===== config.mk =====
export PLATFORM = sky130hd
export DESIGN_NAME = prio_encoder_rr_flat
export DESIGN_NICKNAME = d
export VERILOG_FILES = /design/src/rtl/prio_enc_pkg.sv /design/src/rtl/prio_encoder_rr_if.sv /design/src/rtl/prio_msb_find.sv /design/src/rtl/prio_encoder_rr.sv /design/src/flat_wrapper.sv
export SDC_FILE = /design/constraint.sdc
export NUM_CORES = 1
export LEC_CHECK = 0
export CORE_UTILIZATION = 47
export CTS_CLUSTER_SIZE = 12
export DETAILED_ROUTE_END_ITERATION = 8
export PLACE_DENSITY = 0.78
export SLEW_MARGIN = 20
export SYNTH_ARGS = -nofsm -noshare
export SYNTH_HDL_FRONTEND = slang
export SYNTH_SLANG_ARGS = --single-unit

===== constraint.sdc =====
create_clock -name clk -period 3.2 [get_ports clk]
set_input_delay 0.48 -clock clk [delete_from_list [all_inputs] [get_ports clk]]
set_output_delay 0.48 -clock clk [all_outputs]
set_load 0.1 [all_outputs]

===== src/rtl/prio_enc_pkg.sv =====
// Shared constants and bit-vector helpers for the priority encoder family.
// Helpers work on a 64-bit container; callers size-cast in and out.
package prio_enc_pkg;

    localparam logic MODE_FIXED = 1'b0;
    localparam logic MODE_RR    = 1'b1;

    // Returns 0 when no bit is set; callers pair it with a separate found flag.
    function automatic logic [5:0] msb_index(input logic [63:0] vec);
        logic [5:0] r;
        r = '0;
        for (int i = 0; i < 64; i++) begin
            if (vec[i]) r = 6'(i);
        end
        return r;
    endfunction

    function automatic logic [63:0] onehot_of(input logic [5:0] idx);
        logic [63:0] r;
        r      = '0;
        r[idx] = 1'b1;
        return r;
    endfunction

endpackage


===== src/rtl/prio_encoder_rr_if.sv =====
// Request/enable/mode in, registered index out with a valid/ready handshake.
// master = request source plus consumer, slave = the encoder.
interface prio_encoder_rr_if #(
    parameter int N = 8
);
    localparam int W = $clog2(N);

    logic         en;
    logic [N-1:0] req;
    logic         mode;
    logic         out_ready;
    logic         out_valid;
    logic [W-1:0] out_idx;
    logic [N-1:0] out_onehot;
    logic         out_multi;

    modport master (
        output en, req, mode, out_ready,
        input  out_valid, out_idx, out_onehot, out_multi
    );

    modport slave (
        input  en, req, mode, out_ready,
        output out_valid, out_idx, out_onehot, out_multi
    );

endinterface


===== src/rtl/prio_msb_find.sv =====
// Highest set bit of (vec & mask); purely combinational, no latency.
// No handshake of its own; found is low when the masked vector is empty.
module prio_msb_find
    import prio_enc_pkg::*;
#(
    parameter int N = 8,
    localparam int W = $clog2(N)
) (
    input  logic [N-1:0] vec,
    input  logic [N-1:0] mask,
    output logic         found,
    output logic [W-1:0] idx
);

    logic [N-1:0] masked;

    always_comb begin
        masked = vec & mask;
        found  = |masked;
        idx    = W'(msb_index(64'(masked)));
    end

endmodule


===== src/rtl/prio_encoder_rr.sv =====
// N-to-log2(N) fixed/round-robin priority encoder, one cycle capture-to-output.
// Outputs and ptr freeze while out_valid & !out_ready; new capture replaces a transfer with no bubble.
module prio_encoder_rr
    import prio_enc_pkg::*;
#(
    parameter int N = 8
) (
    input  logic               clk,
    input  logic               rst,
    prio_encoder_rr_if.slave   bus
);

    localparam int W = $clog2(N);

    logic [W-1:0] ptr_q,        ptr_d;
    logic         out_valid_q,  out_valid_d;
    logic [W-1:0] out_idx_q,    out_idx_d;
    logic [N-1:0] out_onehot_q, out_onehot_d;
    logic         out_multi_q,  out_multi_d;

    logic [N-1:0] prio_mask;
    logic         m_found, a_found;
    logic [W-1:0] m_idx, a_idx;
    logic [W-1:0] winner;
    logic         acc;

    // In round-robin mode only indices 0..ptr are eligible on the first pass.
    always_comb begin
        prio_mask = '1;
        if (bus.mode == MODE_RR) begin
            for (int i = 0; i < N; i++) begin
                prio_mask[i] = (W'(i) <= ptr_q);
            end
        end
    end

    prio_msb_find #(.N(N)) u_masked (
        .vec   (bus.req),
        .mask  (prio_mask),
        .found (m_found),
        .idx   (m_idx)
    );

    prio_msb_find #(.N(N)) u_any (
        .vec   (bus.req),
        .mask  ({N{1'b1}}),
        .found (a_found),
        .idx   (a_idx)
    );

    always_comb begin
        winner       = m_found ? m_idx : a_idx;
        acc          = bus.en & a_found & (~out_valid_q | bus.out_ready);

        ptr_d        = ptr_q;
        out_valid_d  = out_valid_q;
        out_idx_d    = out_idx_q;
        out_onehot_d = out_onehot_q;
        out_multi_d  = out_multi_q;

        if (acc) begin
            out_valid_d  = 1'b1;
            out_idx_d    = winner;
            out_onehot_d = N'(onehot_of(6'(winner)));
            out_multi_d  = |(bus.req & (bus.req - N'(1)));
            // N is a power of two, so winner-1 wraps 0 to N-1 naturally.
            if (bus.mode == MODE_RR) ptr_d = winner - W'(1);
        end else if (out_valid_q & bus.out_ready) begin
            out_valid_d = 1'b0;
        end
    end

    always_ff @(posedge clk) begin
        if (rst) begin
            ptr_q        <= W'(N - 1);
            out_valid_q  <= 1'b0;
            out_idx_q    <= '0;
            out_onehot_q <= '0;
            out_multi_q  <= 1'b0;
        end else begin
            ptr_q        <= ptr_d;
            out_valid_q  <= out_valid_d;
            out_idx_q    <= out_idx_d;
            out_onehot_q <= out_onehot_d;
            out_multi_q  <= out_multi_d;
        end
    end

    assign bus.out_valid  = out_valid_q;
    assign bus.out_idx    = out_idx_q;
    assign bus.out_onehot = out_onehot_q;
    assign bus.out_multi  = out_multi_q;

endmodule


===== src/flat_wrapper.sv =====
// flat-port wrapper written by rule: the top's interface ports become plain ports
module prio_encoder_rr_flat import prio_enc_pkg::*;
#(
    parameter int N = 8
)
  (clk, rst, bus_en, bus_req, bus_mode, bus_out_ready, bus_out_valid, bus_out_idx, bus_out_onehot, bus_out_multi);
  prio_encoder_rr_if #(.N(N)) bus_i ();
  input  logic clk;
  input  logic rst;
  input wire logic [$bits(bus_i.en)-1:0] bus_en;
  input wire logic [$bits(bus_i.req)-1:0] bus_req;
  input wire logic [$bits(bus_i.mode)-1:0] bus_mode;
  input wire logic [$bits(bus_i.out_ready)-1:0] bus_out_ready;
  output wire logic [$bits(bus_i.out_valid)-1:0] bus_out_valid;
  output wire logic [$bits(bus_i.out_idx)-1:0] bus_out_idx;
  output wire logic [$bits(bus_i.out_onehot)-1:0] bus_out_onehot;
  output wire logic [$bits(bus_i.out_multi)-1:0] bus_out_multi;
  assign bus_i.en = bus_en;
  assign bus_i.req = bus_req;
  assign bus_i.mode = bus_mode;
  assign bus_i.out_ready = bus_out_ready;
  assign bus_out_valid = bus_i.out_valid;
  assign bus_out_idx = bus_i.out_idx;
  assign bus_out_onehot = bus_i.out_onehot;
  assign bus_out_multi = bus_i.out_multi;
  prio_encoder_rr #(.N(N)) u_core (.clk(clk), .rst(rst), .bus(bus_i));
endmodule

# Yosys cells after proc, flatten, opt, wreduce, memory -nomap -nowiden
# Cells that the tools add are included.
[classes] reduce_logical=6 muxes=20 n_lt_le_gt_ge=10 addsub=2 bitwise_logic=7
[ops] operator="two-way mux 3 bit" n=13
[ops] operator="OR reduction 8 bit" n=3
[ops] operator="bitwise AND 8 bit" n=2
[ops] operator="less-or-equal comparator 3 bit, first input constant" n=4
[ops] operator="two-way mux 8 bit" n=1
[ops] operator="subtractor 8 x 1 -> 8 bit, second input constant" n=1
[ops] operator="less-than comparator 3 x 7 -> 1 bit, second input constant" n=1
[ops] operator="less-or-equal comparator 1 x 3 -> 1 bit, first input constant" n=2
[ops] operator="less-or-equal comparator 2 x 3 -> 1 bit, first input constant" n=2
[ops] operator="two-way mux 1 bit" n=5
[ops] operator="bitwise AND 1 bit" n=3
[ops] operator="demux 1 bit (select 3 bit)" n=1
[ops] operator="greater-or-equal comparator 3 x 1 -> 1 bit, second input constant" n=1
[ops] operator="subtractor 3 x 1 -> 3 bit, second input constant" n=1
[ops] operator="AND reduction 2 bit" n=1
[ops] operator="nonzero test 2 bit" n=1
[ops] operator="logical AND 1 bit" n=1
[ops] operator="NOT 1 bit" n=1
[ops] operator="bitwise OR 1 bit" n=1
[word_totals] reg_bits=16 in_bits=13

# Longest topological paths before layout
[logic_depth] word_depth=15 depth_mapped=10

# Hierarchy
# Synthesis repeated with hierarchy kept, for this count alone.
[unflattened] hier_cells=124 area_unflattened_um2=949.7
[modules_own_cells] module="prio_encoder_rr" cells_each=94 seq_area_each_um2=320.3 instances=1 area_per_inst_um2=767.0
[modules_own_cells] module="prio_msb_find" cells_each=15 seq_area_each_um2=0.0 instances=2 area_per_inst_um2=91.3

# Worst setup path before layout
# Ideal clock, no wire load.
[synth_timing] path_type="input port to flip-flop" from="in bus_mode" to="reg u_core.ptr_q[1]" arrival_ns=2.263 path_slack_ns=0.817 cell_stages=9 setup_ns=0.120 required_time_ns=3.080 cell_sequence="buf_4 > or4b_4 > a21oi_4 > nor4b_4 > a211oi_2 > buf_6 > ha_1 > nor2_1 > a211o_1"
[synth_between] elab_chain_len=11
[synth_lines] item="from (decl)" line_no="flat_wrapper.sv:12" text="input wire logic [$bits(bus_i.mode)-1:0] bus_mode;"
[synth_lines] item="two-way mux 8 bit" line_no="prio_encoder_rr.sv:30" text="if (bus.mode == MODE_RR) begin"
[synth_lines] item="bitwise AND 8 bit" line_no="prio_msb_find.sv:18" text="masked = vec & mask;"
[synth_lines] item="two-way mux 1 bit" line_no="prio_enc_pkg.sv:13" text="if (vec[i]) r = 6'(i);"
[synth_lines] item="two-way mux 3 bit (6 in series)" line_no="prio_enc_pkg.sv:13"
[synth_lines] item="two-way mux 3 bit" line_no="prio_encoder_rr.sv:52" text="winner = m_found ? m_idx : a_idx;"
[synth_lines] item="subtractor 3 x 1 -> 3 bit" line_no="prio_encoder_rr.sv:67" text="if (bus.mode == MODE_RR) ptr_d = winner - W'(1);"
[synth_lines] item="to (signal assigned)" line_no="prio_encoder_rr.sv:75" text="ptr_q <= W'(N - 1);"
[synth_lines] item="to (signal assigned)" line_no="prio_encoder_rr.sv:81" text="ptr_q <= ptr_d;"
[synth_lines] item="to (decl)" line_no="prio_encoder_rr.sv:15" text="logic [W-1:0] ptr_q, ptr_d;"
# Several ways; a longest one is shown, not always the timed one.
# A chain may end at the register's enable or synchronous reset.

# Worst setup path after layout
[layout_timing] from="in bus_req[4]" to="reg u_core.out_onehot_q[0] (netlist: u_core.bus.out_onehot[0])"
[layout_between] elab_chain_len=10
[layout_lines] item="from (decl)" line_no="flat_wrapper.sv:11" text="input wire logic [$bits(bus_i.req)-1:0] bus_req;"
[layout_lines] item="bitwise AND 8 bit" line_no="prio_msb_find.sv:18"
[layout_lines] item="two-way mux 3 bit (4 in series)" line_no="prio_enc_pkg.sv:13"
[layout_lines] item="two-way mux 3 bit" line_no="prio_encoder_rr.sv:52"
[layout_lines] item="less-than comparator 3 x 7 -> 1 bit (implied by the code) or greater-or-equal comparator 3 x 1 -> 1 bit (tied branches)" line_no="prio_enc_pkg.sv:21" text="r[idx] = 1'b1;"
[layout_lines] item="logical AND 1 bit (implied by the code)" line_no="prio_enc_pkg.sv:21"
[layout_lines] item="two-way mux 1 bit (implied by the code)" line_no="prio_enc_pkg.sv:21"
[layout_lines] item="demux 1 bit (select 3 bit)"
[layout_lines] item="to (signal assigned)" line_no="prio_encoder_rr.sv:84" text="out_onehot_q <= out_onehot_d;"
[layout_lines] item="to (decl)" line_no="prio_encoder_rr.sv:18" text="logic [N-1:0] out_onehot_q, out_onehot_d;"
# Several ways; a longest one is shown, not always the timed one.

==> flow_metrics.tcl <==
set metrics [dict create \
    outcome "completed" \
    r2r-end "u_core.ptr_q[1]" \
    place_ws_ns 0.465 \
    cts_hold_buf 0 \
    fin_ws_ns 0.768 \
    crit_required_ns 3.39 \
    grt_pass1_wl_mm 3.59 \
    fin_crit_ns 2.43 \
    drc 0 \
    synth-seq-cells 16 \
    area_growth_pct 30.8 \
    synth.distinct_cells 48 \
    tightestPinTransition_ns 0.970 \
    die-area_um2 2220 \
    die_h_um 47.2 \
    grt_max_degree 12 \
    placed_area_um2 1230 \
    seq_area_frac_synth_pct 33.4 \
    power.density_nw_per_um2 411 \
    stdcell_count 161 \
    grt_overflow 0 \
    dr.first_iter.drc_count 17 \
    dp.cells 158 \
    core_area_um2 1820 \
    yosysWarningCount 0 \
    antenna_found_initial 0 \
    vias 938 \
    finalSetupViolCount 0 \
    reg2reg_slack_ns 0.98 \
    max-cap-violations 0 \
    fin_worst_skew_ns 0.00291 \
    cts_setup_buffers 0 \
    rsz0062_at_grt "no" \
    final_nets 152 \
    clock_sinks 16 \
    synth-edff-count 0 \
    cts_tree "done" \
    start_util_pct 52.6 \
    grt_pass1_vias 804 \
    syn_inst 109 \
    maxSlewViolCount 0 \
    synth_nets 123 \
    hold_class "flop to flop" \
    cts_max_level 1 \
    clk_latency_ns 0.29 \
    drt.antenna.violating_nets 0 \
    max-vdd-ir-drop_uv 425 \
    critPathKind "input pin to flop" \
    num_rows 15 \
    critPathMaxFanout 10 \
    p_leak_nw 0.476 \
    clk_pin_slew_ns 0.08 \
    grt_usage_pct 23.8 \
    r2r_cells 7 \
    whs_path_depth 2 \
    io_pins 26 \
    startpoint "bus_req[4]" \
    fmax_mhz 411 \
    n_antenna_cell 0 \
    max-clock-path-buffers 2 \
    gp_congestion 0.905 \
    hpwl_mm 1.72 \
    fin_crit_sh_pct 76.0 \
    numPortBuffers 25 \
    worstPathArrival_ns 2.62 \
    viasPerCell 5.83 \
    report.final.hold_viol_count 0 \
    crit_end "u_core.bus.out_onehot[0]" \
    avgSynthCellArea_um2 8.79 \
    r2r-start "u_core.ptr_q[2]" \
    drtPass1Iterations 4 \
    dieWidth_um 47.2 \
    cts_resized 0 \
    syn_area_um2 958 \
    synth_ff_type "dfxtp_1" \
    critPathCaptureType "flop" \
    slew_headroom_pct 35.1 \
    wl_mm 2.25 \
    cts_root_buf "clkbuf_4" \
    cts_buffers 3 \
    drive_gt1_share_pct 13.2 \
    wl_per_cell_um 14.0 \
    cp-start-kind "input pin" \
    fin_setup_tns_ns 0 \
    finish.instance_area_um2 1250 \
    synth-async-reset-ratio_pct 0 \
]
[area by class of cell]
| type | instances | area [µm²] |
|---|---|---|
| inverter | 3 | 11.3 |
| sequential | 16 | 320 |
| clock buffer | 3 | 22.5 |
| tap | 25 | 31.3 |
| fill | 165 | 567 |
| multi-input combinational | 85 | 588 |
| timing repair buffer | 29 | 280 |
[worst max-delay path, stage by stage]
cell	delay, ns
clkdlybuf4s50_1	0.55
or4_4	0.61
o21ai_1	0.21
nor2b_1	0.12
buf_4	0.18
and3b_1	0.21
a32o_1	0.26
[report_power, final]
| part | internal (mW) | switching (mW) |
|---|---|---|
| logic | 0.0629 | 0.126 |
| registers | 0.211 | 0.0110 |
| clock network | 0.0438 | 0.0601 |
| total | 0.318 | 0.197 |
[state kept, by name, summed over array words and instances, names as in the netlist]
name,cells
u_core.bus.out_idx,3
u_core.bus.out_multi,1
u_core.bus.out_onehot,8
u_core.bus.out_valid,1
u_core.ptr_q,3
[cell usage after synthesis (2+ instances only)]
master,instances,area share [%]
buf_6,2,2.3
o21ai_0,5,2.6
o22ai_1,2,1.3
nor2_1,11,4.3
a32o_1,4,4.2
a21oi_1,4,2.1
a211oi_1,2,1.6
a211oi_2,2,2.6
o21ai_1,4,2.1
inv_1,2,0.78
a22oi_1,2,1.6
nand2_1,14,5.5
o21a_1,2,1.6
a21o_1,2,1.6
dfxtp_1,16,33
nand2b_1,3,2.0
[metrics by stage]
step / util, % / hold slack, ns / power (mW)
floorplan: - / 0.550 / 0.362
global placement: 67.6 / 0.435 / 0.412
detailed placement: 67.6 / 0.443 / 0.415
CTS: 68.9 / 0.454 / 0.518
global route: 68.9 / 0.476 / 0.543
finish: 68.9 / 0.451 / 0.515
[routing by layer]
metal  vias up  wire [µm]  track usage, %
met5         -          0               0
met2        26       1080            35.8
met3         2        116            8.08
met1       442       1040            32.9
met4         0          8            5.14
li1        468          -               -
[worst min-delay path by stage]
stage / end / slack (ns) / start
final: u_core.bus.out_onehot[3] / 0.45 / u_core.bus.out_onehot[3]
after global routing: u_core.bus.out_onehot[3] / 0.48 / u_core.bus.out_onehot[3]
after CTS: u_core.bus.out_onehot[1] / 0.45 / u_core.bus.out_onehot[1]
after detailed placement: u_core.bus.out_onehot[1] / 0.44 / u_core.bus.out_onehot[1]
after global placement: u_core.bus.out_onehot[7] / 0.43 / u_core.bus.out_onehot[7]
after floorplan: u_core.ptr_q[2] / 0.55 / u_core.ptr_q[2]
[cell families after synthesis]
| family | share of synthesized area (%) |
|---|---|
| compound gates | 34.1 |
| xor+xnor | 0.914 |
| fa+ha+maj | 2.35 |
| buf+inv | 5.22 |
| flops | 33.4 |
| mux | 1.04 |
| simple gates | 23.0 |
[cells in the final DEF, fill, tap and decap left out, types with 2 or more instances in the layout]
master and instances:
nand2_1 14, a32o_1 4, o21ai_0 5, a22oi_1 2, o21a_1 2, nor2_1 11
clkdlybuf4s50_1 25, nand2b_1 3, dfxtp_1 16, a211oi_2 2, clkbuf_4 3, buf_4 4
a211oi_1 2, o22ai_1 2, inv_1 2, a21oi_1 4, a21o_1 2, o21ai_1 4
Note: power is estimated with default switching activity, not from simulation.
==> patch (same flow settings) <==
Reset style: asynchronous (`rst`), changed in one clocked block.
--- a/src/rtl/prio_encoder_rr.sv
+++ b/src/rtl/prio_encoder_rr.sv
@@ -70,7 +70,7 @@
         end
     end
 
-    always_ff @(posedge clk) begin
+    always_ff @(posedge clk or posedge rst) begin
         if (rst) begin
             ptr_q        <= W'(N - 1);
             out_valid_q  <= 1'b0;
Function: differs if rst is asserted again (counterexample within 4 cycles, from zero or initial values and one cycle with rst high); with rst held inactive, the same outputs for 10 cycles.
==> patch against the original RTL <==
  * Worst hold slack improved by 31 ps
  * Sequential cell count did not move
  * Maximum frequency fell by 6.5%
  * Area after synthesis rose by 0.52%
  * Setup slack got worse by 170 ps
  * Highest routed layer unchanged
  * Sequential share of layout area rose by 6.4 points
  * Critical endpoint is now u_core.ptr_q[2]
  * First-iteration DRC count rose by 150%
  * Count of clock-buffer cells in the layout rose by 1
  * Final area rose by 1.0%
  * Wire length fell by 2.5%
Power is not compared: it rests on default switching activity, and its combinational part moved more than twofold at a synthesized area within 25%.
==> patch: results (changes against the original RTL) <==
hold path start: u_core.bus.out_idx[1]
DR iter-0 viols: 42 (+25)
number of flip-flops in the largest register: 8 (unchanged)
nets: 148 (-2.6%)
routed vias: 899 (-4.2%)
slowest cell delay on critical path: 480 ps (-130 ps)
Yosys reg bits: 16 (unchanged)
top post-synthesis cells by area: dfrtp_1, dfstp_2, nand2_1
pre-CTS setup slack: 318 ps (-147 ps)
Pwr Density: 751 mW/mm²
Fin Clk Skew: 10.1 ps (+7.18 ps)
routability cong.: 0.826 (-8.7%)
largest net degree at the start of global routing: 17 (+5)
share of cells above drive strength 1: 12.0% (-1.2 points)
core footprint: 0.00194 mm² (+6.7%)
Final Non-Filler Cells: 160 (-0.62%)
Detailed Place HPWL: 1630 µm (-5.0%)
Data buffer area share: 21.9% (-0.42 points)
first-pass GRT wire length: 3700 µm (+2.9%)
status: finished clean
clk_buf instances: 4 (+1)
slowest CP cell: clkdlybuf4s50_1
post-synth net total: 120 (-2.4%)
CP startpoint: bus_mode
GRT Resource Usage Total: 23.7% (-0.065 points)
Multi-Input Combinational: 81 (-4.7%)
internal power: 468 µW
sequential area share after synthesis: 41.9% (+8.5 points)
Max-slew headroom: 34.4% (-0.71 points)
P_leak: 0.000505 µW
DP Area: 0.00124 mm² (+0.71%)
most frequent cells after synthesis: nand2_1, dfrtp_1, nor2_1
area share of the largest cell type after synthesis: 33.8% (+0.35 points)
Max FO, Critical Path: 2 (-8)
1st-pass router iterations: 5 (+1)
area delta synth->final: 31.4%
Non-clock buffers: 29 (unchanged)
reg2reg start: u_core.ptr_q[1]
initial antenna violation count: 0 (unchanged)
clock tree cell share of total cell area: 2.08% (+0.28 points)
async set-reset flop share out of synthesis: 100% (+100 points)
register fraction of the total cell area: 31.9% (+6.4 points)
number of global-route vias before repair: 861 (+7.1%)
clk root buf: clkbuf_4
average routed wire per standard cell: 13.7 µm (-1.9%)
Synth cell types: 40 (-17%)
Clock transition at path regs: 80 ps (about the same)
Gates resized, CTS repair: 0 (unchanged)
Arr. time, crit path: 2820 ps (+200 ps)
Multi-input gate area: 513 µm² (-13%)
fillers: 169 (+2.4%)
Synth Instances: 106 (-2.8%)
==> patch: changes by cell type after synthesis, moves of 3 or more <==
cell and change:
o21ai_1 -4, a21oi_1 +4, dfxtp_1 -16, dfrtp_1 +13, dfstp_2 +3
==> patch: path summary, 6_finish.rpt <==
kind                       slack [ps]                        to  cells past startpoint
max in group asynchronous        2270  u_core.bus.out_onehot[7]                      2
min in group asynchronous         540  u_core.bus.out_onehot[4]                      2
hold reg to reg                   480     u_core.bus.out_idx[1]                      2
hold / removal                    480     u_core.bus.out_idx[1]                      2
setup / recovery                  600           u_core.ptr_q[2]                      9
setup reg to reg                  770           u_core.ptr_q[2]                      8
==> patch: worst max-delay path, delay by kind of cell <==
kind | cells | cell delay [ps]
buffers and inverters | 1 | 480
multiplexers | 1 | 280
adder cells (fa/ha/maj) | 1 | 200
AND/OR/NAND/NOR | 2 | 660
AO/OA/AOI/OAI | 3 | 650
XOR/XNOR | 1 | 70
==> patch: metal layers <==
| layer | GRT usage [%] | routed length (µm) | vias up |
|---|---|---|---|
| met1 | 32.3 | 993 | 432 |
| met3 | 5.77 | 103 | 2 |
| met2 | 37.0 | 1080 | 24 |
| li1 | - | - | 441 |
| met5 | 0 | 0 | - |
| met4 | 7.43 | 13 | 0 |
==> patch: cell families after synthesis <==
logic type	synth area share, %
compound gates	25.8
fa+ha+maj	3.38
flops	41.9
mux	3.38
buf+inv	4.80
xor+xnor	0.909
simple gates	19.7
==> patch: power groups by stage <==
stage	combinational (µW)	clock, µW	sequential (µW)
2_1_floorplan	181	0	535
3_3_place_gp	513	0	319
3_5_place_dp	521	0	321
4_1_cts	522	115	317
5_1_grt	556	122	326
6_report	521	112	318
